**config.mk**
```make
export PLATFORM = sky130hd
export DESIGN_NAME = board_sequencer
export DESIGN_NICKNAME = d
export VERILOG_FILES = /design/src/rtl/board_sequencer.sv
export SDC_FILE = /design/constraint.sdc
export NUM_CORES = 1
export LEC_CHECK = 0
export CORE_MARGIN = 2
export CORE_UTILIZATION = 45
export CTS_CLUSTER_SIZE = 10
export DETAILED_ROUTE_END_ITERATION = 8
export HOLD_SLACK_MARGIN = 0.05
export PLACE_DENSITY = 0.92
export RECOVER_POWER = 100
export REMOVE_ABC_BUFFERS = 1
export SETUP_SLACK_MARGIN = 0.3
export SYNTH_ARGS = -nofsm -noshare
export SYNTH_HDL_FRONTEND = slang
export SYNTH_SLANG_ARGS = --single-unit
export TNS_END_PERCENT = 30
```
**constraint.sdc**
```tcl
create_clock -name clk -period 2.2 [get_ports clk]
set_input_delay 0.33 -clock clk [delete_from_list [all_inputs] [get_ports clk]]
set_output_delay 0.33 -clock clk [all_outputs]
set_load 0.01 [all_outputs]
```
**src/rtl/board_sequencer.sv**
```systemverilog
// Board/room controller: owns the active board index, sequences the fade-out/swap/fade-in
// transition when the leading player leaves the screen, and detects the win at either end board.
module board_sequencer #(
    parameter int unsigned NUM_BOARDS  = 5,
    parameter int unsigned START_BOARD = 3,
    parameter int unsigned EDGE_LEFT   = 10,
    parameter int unsigned EDGE_RIGHT  = 1014,
    parameter int unsigned FADE_FRAMES = 8
) (
    input  logic        clk,
    input  logic        reset,
    input  logic        vsync_in,
    input  logic        start,
    input  logic [1:0]  leader,
    input  logic [11:0] xpos_playerL,
    input  logic [11:0] xpos_playerR,
    output logic [2:0]  board_out,
    output logic [3:0]  fade_level,
    output logic        freeze,
    output logic        respawn_req,
    output logic [1:0]  winner,
    output logic        game_over
);

    typedef enum logic [2:0] {
        StIdle,
        StPlay,
        StFadeOut,
        StSwap,
        StFadeIn,
        StWin
    } state_e;

    localparam logic [2:0]  FirstBoard = 3'd1;
    localparam logic [2:0]  LastBoard  = 3'(NUM_BOARDS);
    localparam logic [2:0]  StartBoard = 3'(START_BOARD);
    localparam logic [3:0]  FadeMax    = 4'(FADE_FRAMES);
    localparam logic [11:0] EdgeL      = 12'(EDGE_LEFT);
    localparam logic [11:0] EdgeR      = 12'(EDGE_RIGHT);

    state_e state_q;
    logic   vsync_q;
    logic   dir_down_q;
    logic   tick;
    logic   exit_right;
    logic   exit_left;

    assign tick = vsync_in & ~vsync_q;

    // Only the player holding right of way can trigger an exit, and only on a frame tick.
    assign exit_right = tick && (leader == 2'b01) && (xpos_playerL >= EdgeR);
    assign exit_left  = tick && (leader == 2'b10) && (xpos_playerR < EdgeL);

    always_ff @(posedge clk or posedge reset) begin
        if (reset) begin
            state_q     <= StIdle;
            vsync_q     <= 1'b0;
            dir_down_q  <= 1'b0;
            board_out   <= StartBoard;
            fade_level  <= 4'd0;
            freeze      <= 1'b1;
            respawn_req <= 1'b0;
            winner      <= 2'b00;
            game_over   <= 1'b0;
        end else begin
            vsync_q     <= vsync_in;
            respawn_req <= 1'b0;
            unique case (state_q)
                StIdle: begin
                    if (start) begin
                        state_q     <= StPlay;
                        board_out   <= StartBoard;
                        freeze      <= 1'b0;
                        respawn_req <= 1'b1;
                    end
                end
                StPlay: begin
                    if (exit_right) begin
                        freeze <= 1'b1;
                        if (board_out == LastBoard) begin
                            state_q   <= StWin;
                            winner    <= 2'b01;
                            game_over <= 1'b1;
                        end else begin
                            state_q    <= StFadeOut;
                            dir_down_q <= 1'b0;
                        end
                    end else if (exit_left) begin
                        freeze <= 1'b1;
                        if (board_out == FirstBoard) begin
                            state_q   <= StWin;
                            winner    <= 2'b10;
                            game_over <= 1'b1;
                        end else begin
                            state_q    <= StFadeOut;
                            dir_down_q <= 1'b1;
                        end
                    end
                end
                StFadeOut: begin
                    // The new board and the respawn pulse become visible together in the swap clk.
                    if (fade_level == FadeMax) begin
                        state_q     <= StSwap;
                        board_out   <= dir_down_q ? board_out - 3'd1 : board_out + 3'd1;
                        respawn_req <= 1'b1;
                    end else if (tick) begin
                        fade_level <= fade_level + 4'd1;
                    end
                end
                StSwap: begin
                    state_q <= StFadeIn;
                end
                StFadeIn: begin
                    if (fade_level == 4'd0) begin
                        state_q <= StPlay;
                        freeze  <= 1'b0;
                    end else if (tick) begin
                        fade_level <= fade_level - 4'd1;
                    end
                end
                StWin: begin
                    if (start) begin
                        state_q     <= StPlay;
                        board_out   <= StartBoard;
                        winner      <= 2'b00;
                        game_over   <= 1'b0;
                        freeze      <= 1'b0;
                        respawn_req <= 1'b1;
                    end
                end
                default: begin
                    state_q <= StIdle;
                end
            endcase
        end
    end

endmodule

```
## Yosys cells after proc, flatten, opt, wreduce, memory -nomap -nowiden

Cells that the tools add are included.

| storage, ports and cells | value |
|---|---|
| bits in registers | 17 |
| input port bits | 30 |
| logic and storage cells | 98 |

| cells by class | value |
|---|---|
| add/sub/neg operators | 4 |
| order comparisons | 2 |
| equality and inequality tests | 23 |
| muxes and demuxes | 40 |
| bitwise logic cells | 2 |
| reductions and logical operators | 18 |

Operators with widths:

| operator | number |
|---|---|
| 3-bit two-way mux | 10 |
| 2-bit inequality test (second input constant) | 9 |
| 4-bit two-way mux | 4 |
| 3-bit case mux with 5 select lines | 1 |
| 1-bit two-way mux | 14 |
| 12-bit by 10-bit >= comparator with 1-bit output (second input constant) | 1 |
| 12-bit by 4-bit < comparator with 1-bit output (second input constant) | 1 |
| 4-bit AND reduction | 3 |
| 2-bit two-way mux | 5 |
| 5-bit AND reduction | 2 |
| 3-bit == test (second input constant) | 3 |
| 3-bit inequality test (second input constant) | 3 |
| 4-bit case mux with 2 select lines | 1 |
| 2-bit nonzero test | 4 |
| 3-bit by 1-bit == test with 1-bit output (second input constant) | 2 |
| 3-bit by 2-bit == test with 1-bit output (second input constant) | 2 |
| 3-bit case mux with 2 select lines | 1 |
| 4-bit by 1-bit adder with 4-bit output (second input constant) | 1 |
| 4-bit == test (second input constant) | 1 |
| 1-bit logical AND | 4 |
| 4-bit logical NOT | 1 |
| 1-bit case mux with 2 select lines | 2 |
| 2-bit case mux with 2 select lines | 1 |
| 4-bit by 1-bit subtractor with 4-bit output (second input constant) | 1 |
| 12 further kinds | 12 |

## Logic depth before layout (Yosys ltp)

Gate-level depths: netlist of the first run.

| depth | value |
|---|---|
| word-level depth | 7 |
| depth in mapped cells | 9 |
| gate-level depth less buffers | 8 |

## Worst setup path before layout of the first run

OpenSTA, ideal clock, no wires.

| timing path | value |
|---|---|
| path type | flip-flop to flip-flop |
| from | register state_q[2] |
| to | register fade_level[3] |
| library setup time | 0.127 ns |
| data arrival time | 1.858 ns |
| data required time | 2.073 ns |
| slack | 0.215 ns |
| stages on the path, launching flop included | 10 |
| buffers on the path | 1 |
| period minus slack after synthesis | 1.985 ns |
| path through | dfrtp_1 -> clkbuf_1 -> nand2b_1 -> nor2_1 -> ha_1 -> a21o_1 -> a21oi_1 -> xor2_1 -> nor2_1 -> xor2_1 |

| between the ends | value |
|---|---|
| cells in the longest elaborated chain, start to end | 3 |
| elaborated cells between the ends (all ways) | 9 |

Ends and longest elaborated chain:

| what | RTL line | text |
|---|---|---|
| from (decl) | 41 | `state_e state_q;` |
| from (signal assigned) | 56 | `state_q <= StIdle;` |
| from (signal assigned) | 71 | `state_q <= StPlay;` |
| from (signal assigned) | 81 | `state_q <= StWin;` |
| 3-bit == test or 3-bit by 2-bit == test with 1-bit output (tied branches) | 68 | `unique case (state_q)` |
| 2-bit inequality test (no line) or 2-bit nonzero test (tied branches) | - |  |
| 5-bit AND reduction (no line) | - |  |
| to (signal assigned) | 107 | `fade_level <= fade_level + 4'd1;` |
| to (signal assigned) | 118 | `fade_level <= fade_level - 4'd1;` |
| to (decl) | 18 | `output logic [3:0] fade_level,` |

Several ways; a longest one is shown, not always the timed one.
A chain may end at the register's enable or synchronous reset.

## Worst setup path after layout of the first run

| timing path | value |
|---|---|
| from | register fade_level[0] |
| to | register state_q[0] |

| between the ends | value |
|---|---|
| cells in the longest elaborated chain, start to end | 3 |
| elaborated cells between the ends (all ways) | 5 |

Ends and longest elaborated chain:

| what | RTL line | text |
|---|---|---|
| 4-bit == test or 4-bit logical NOT (tied branches) | 102, 114 |  |
| 2-bit inequality test (no line) | - |  |
| 4-bit AND reduction (no line) * | - |  |
| to (signal assigned) | 103 | `state_q <= StSwap;` |
| to (signal assigned) | 111 | `state_q <= StFadeIn;` |
| to (signal assigned) | 115 | `state_q <= StPlay;` |

Every way passes the cells marked *; elsewhere a longest branch is shown, timed or not.

==> flow_summary.ini, run 1 <==
[status]
status = completed

[critical_path]
crit_path_start = fade_level[0]$_DFFE_PP0P_
cp-start-kind = flop
reg2reg_slack_ps = 150
arrival_ps = 2230
critPathTopFamily = compound AO/OA/AOI/OAI gates
cp-end-kind = flop
cp.depth = 5
cp_slowest_cell = or4_1
ff2ff_path_depth = 5
critPathMaxFanout = 6
worstPathRequired_ps = 2370
cp_cell_sequence = or4_1 > o211ai_1 > a21oi_1 > a31o_4 > o32a_1
critPathKind = flop to flop
critical_path.endpoint = state_q[0]$_DFFE_PP0P_
crit_path_max_incr_delay_ps = 520
crit_buf_inv = 0
reg2reg_from = fade_level[0]$_DFFE_PP0P_
r2r-end = state_q[0]$_DFFE_PP0P_

[timing]
fmax_mhz = 487
rsz0062_at_grt = yes
hold_viol = 0
relSlewSlack = 0.571
setup_tns_ps = 0
final.min_clock_period_ps = 2050
layout_worst_path_cycle_share = 0.933
maxSlewViolCount = 0
tightest_slew_ps = 642
finalSetupViolCount = 0
clock_skew_ps = 14.0

[yosys]
syn_area_um2 = 1210
ys.flop_type = dfrtp_1
synth-edff-count = 0
ys_types = 48
postSynthAreaPerCell_um2 = 9.18
synth_top_area_frac = 0.289
ys_seq_area_frac = 0.354
synthArstFlopShare = 1.00
synth_most_common_cell = nand2_1
synthTopCellsByCount = 16 x nand2_1, 14 x dfrtp_1, 10 x nor2_1, 8 x inv_1, 6 x a21oi_1
synthCells = 132
yosysTopAreaCell = dfrtp_1
synthTopCellsByArea = dfrtp_1 29%, dfstp_2 6.5%, ha_1 5.2%
ys_seq_elements = 17
ys_warn_count = 0

[route]
post_drt_wl_per_cell_um = 15.3
firstDrtPassIters = 4
drtAntennaViolNets = 0
viasPerCell = 5.75
routed_wl_um = 3220
drtIter0Drc = 22
route.detailed.drc = 0
route.vias.total = 1214

[min_path]
hold_class = primary input to async pin

[placement]
routabilityCongestion = 0.983
io_buffers = 39
dp_cells = 201
dpl.hpwl_um = 2450

[final_layout]
antenna_cells = 0
layout.nets = 218
syn2layout_area_growth_pct = 43.9
layout.cells.non_filler = 211
drive_gt1_frac = 0.138

[clocking]
worstSkewPairLatency_ps = 300
clk_pin_slew_ps = 110
cts_sinks = 17
htree_num_levels = 1
clockBufferDepth = 2
cts_tree = done
cts_buffers = 3
root_buffer = clkbuf_4

[grt]
grt_max_degree = 18
grt_pass1_wl_um = 5520
overflow = 0
grt_usage = 0.220
antenna_found_initial = 0
first_global_vias = 1249

[floorplan]
io_pins = 42
fp.dieArea_um2 = 3120
die_h_um = 55.9
start_util = 0.480
num_rows = 18
core_um2 = 2520
die_w_um = 55.9

[pwr]
ir_drop_uv = 838
leakagePower_nw = 0.733
power.density_nw_per_um2 = 1090

[run]
drv_cap = 0
==> layer usage <==
layer | wire [µm] | track usage
met1 | 1190 | 0.240
met2 | 1790 | 0.423
met3 | 187 | 0.0512
met4 | 48 | 0.0578
met5 | 0 | 0
==> flip-flops by register name, summed over array words and instances, names as in the netlist <==
name	flops
fade_level	4
vsync_q	1
winner	2
freeze	1
respawn_req	1
game_over	1
dir_down_q	1
state_q	3
board_out	3
==> stage by stage <==
stage               power, W   util  area [µm²]  setup WS [ps]  hold WS (ps)
CTS                  0.00184  0.674        1700            236           421
global placement     0.00158  0.657        1660          -15.9           501
detailed placement   0.00165  0.657        1660          -93.4           519
global route         0.00206  0.691        1740            114           571
finish               0.00190  0.691        1740            148           531
floorplan            0.00125      -        1180            156           254
==> kinds of logic (layout without fill, tap and decap cells) <==
| kind of cell | after synthesis | in the layout | share of synthesized area |
|---|---|---|---|
| XOR/XNOR | 7 | 7 | 0.0506 |
| AND/OR/NAND/NOR | 57 | 57 | 0.262 |
| AO/OA/AOI/OAI | 28 | 28 | 0.190 |
| adder cells (fa/ha/maj) | 6 | 6 | 0.0682 |
| flip-flops | 17 | 17 | 0.354 |
| buffers and inverters | 14 | 63 | 0.0465 |
| multiplexers | 3 | 3 | 0.0279 |
==> cell type report <==
| class | instances | area [µm²] |
|---|---|---|
| Fill cell | 202 | 779 |
| Tap cell | 30 | 37.5 |
| Clock inverter | 1 | 5.00 |
| Multi-Input combinational cell | 101 | 743 |
| Timing Repair Buffer | 51 | 473 |
| Inverter | 8 | 30.0 |
| Clock buffer | 3 | 22.5 |
| Sequential cell | 17 | 432 |
==> worst min path at each step <==
stage                                  start                  endpoint  slack [ps]  depth (start not counted)
finish                                 reset     game_over$_DFFE_PP0P_         530                          2
global route        board_out[1]$_DFFE_PP1P_  board_out[1]$_DFFE_PP1P_         570                          2
CTS                                    reset     game_over$_DFFE_PP0P_         420                          2
detailed placement  board_out[1]$_DFFE_PP1P_  board_out[1]$_DFFE_PP1P_         520                          2
global placement       winner[1]$_DFFE_PP0P_     winner[1]$_DFFE_PP0P_         500                          2
floorplan                              reset  board_out[2]$_DFFE_PP0P_         250                          1
==> power by group <==
part / internal (W) / switching [W]
clock: 0.0000678 / 0.000105
sequential: 0.000437 / 0.000135
combinational: 0.000586 / 0.000571
==> what timing repair did <==
item / in CTS / in global routing
resized for setup: 1 / 8
hold buffers: 0 / 0
setup buffers: 1 / 5
gates cloned: 0 / 0
setup endpoints to repair: 5 / 9
pin swaps: 1 / 7
==> layout by cell type (no fill, tap or decap), drive strengths merged, types with 3 or more instances in the layout <==
master / instances
clkdlybuf4s50: 27
nand2: 16
dfrtp: 14
dlygate4sd3: 12
nor2: 10
buf: 10
inv: 8
a21oi: 7
ha: 5
clkbuf: 5
nor2b: 4
nand3: 4
xor2: 4
o21ai: 3
xnor2: 3
and2: 3
mux2: 3
dfstp: 3
(Power assumes the default switching activity.)
==> run 2: changes to the inputs <==
SLEW_MARGIN = 15   (was unset)
==> results of run 2 <==
Final layout, timing and power as in run 1 (identical DEF).
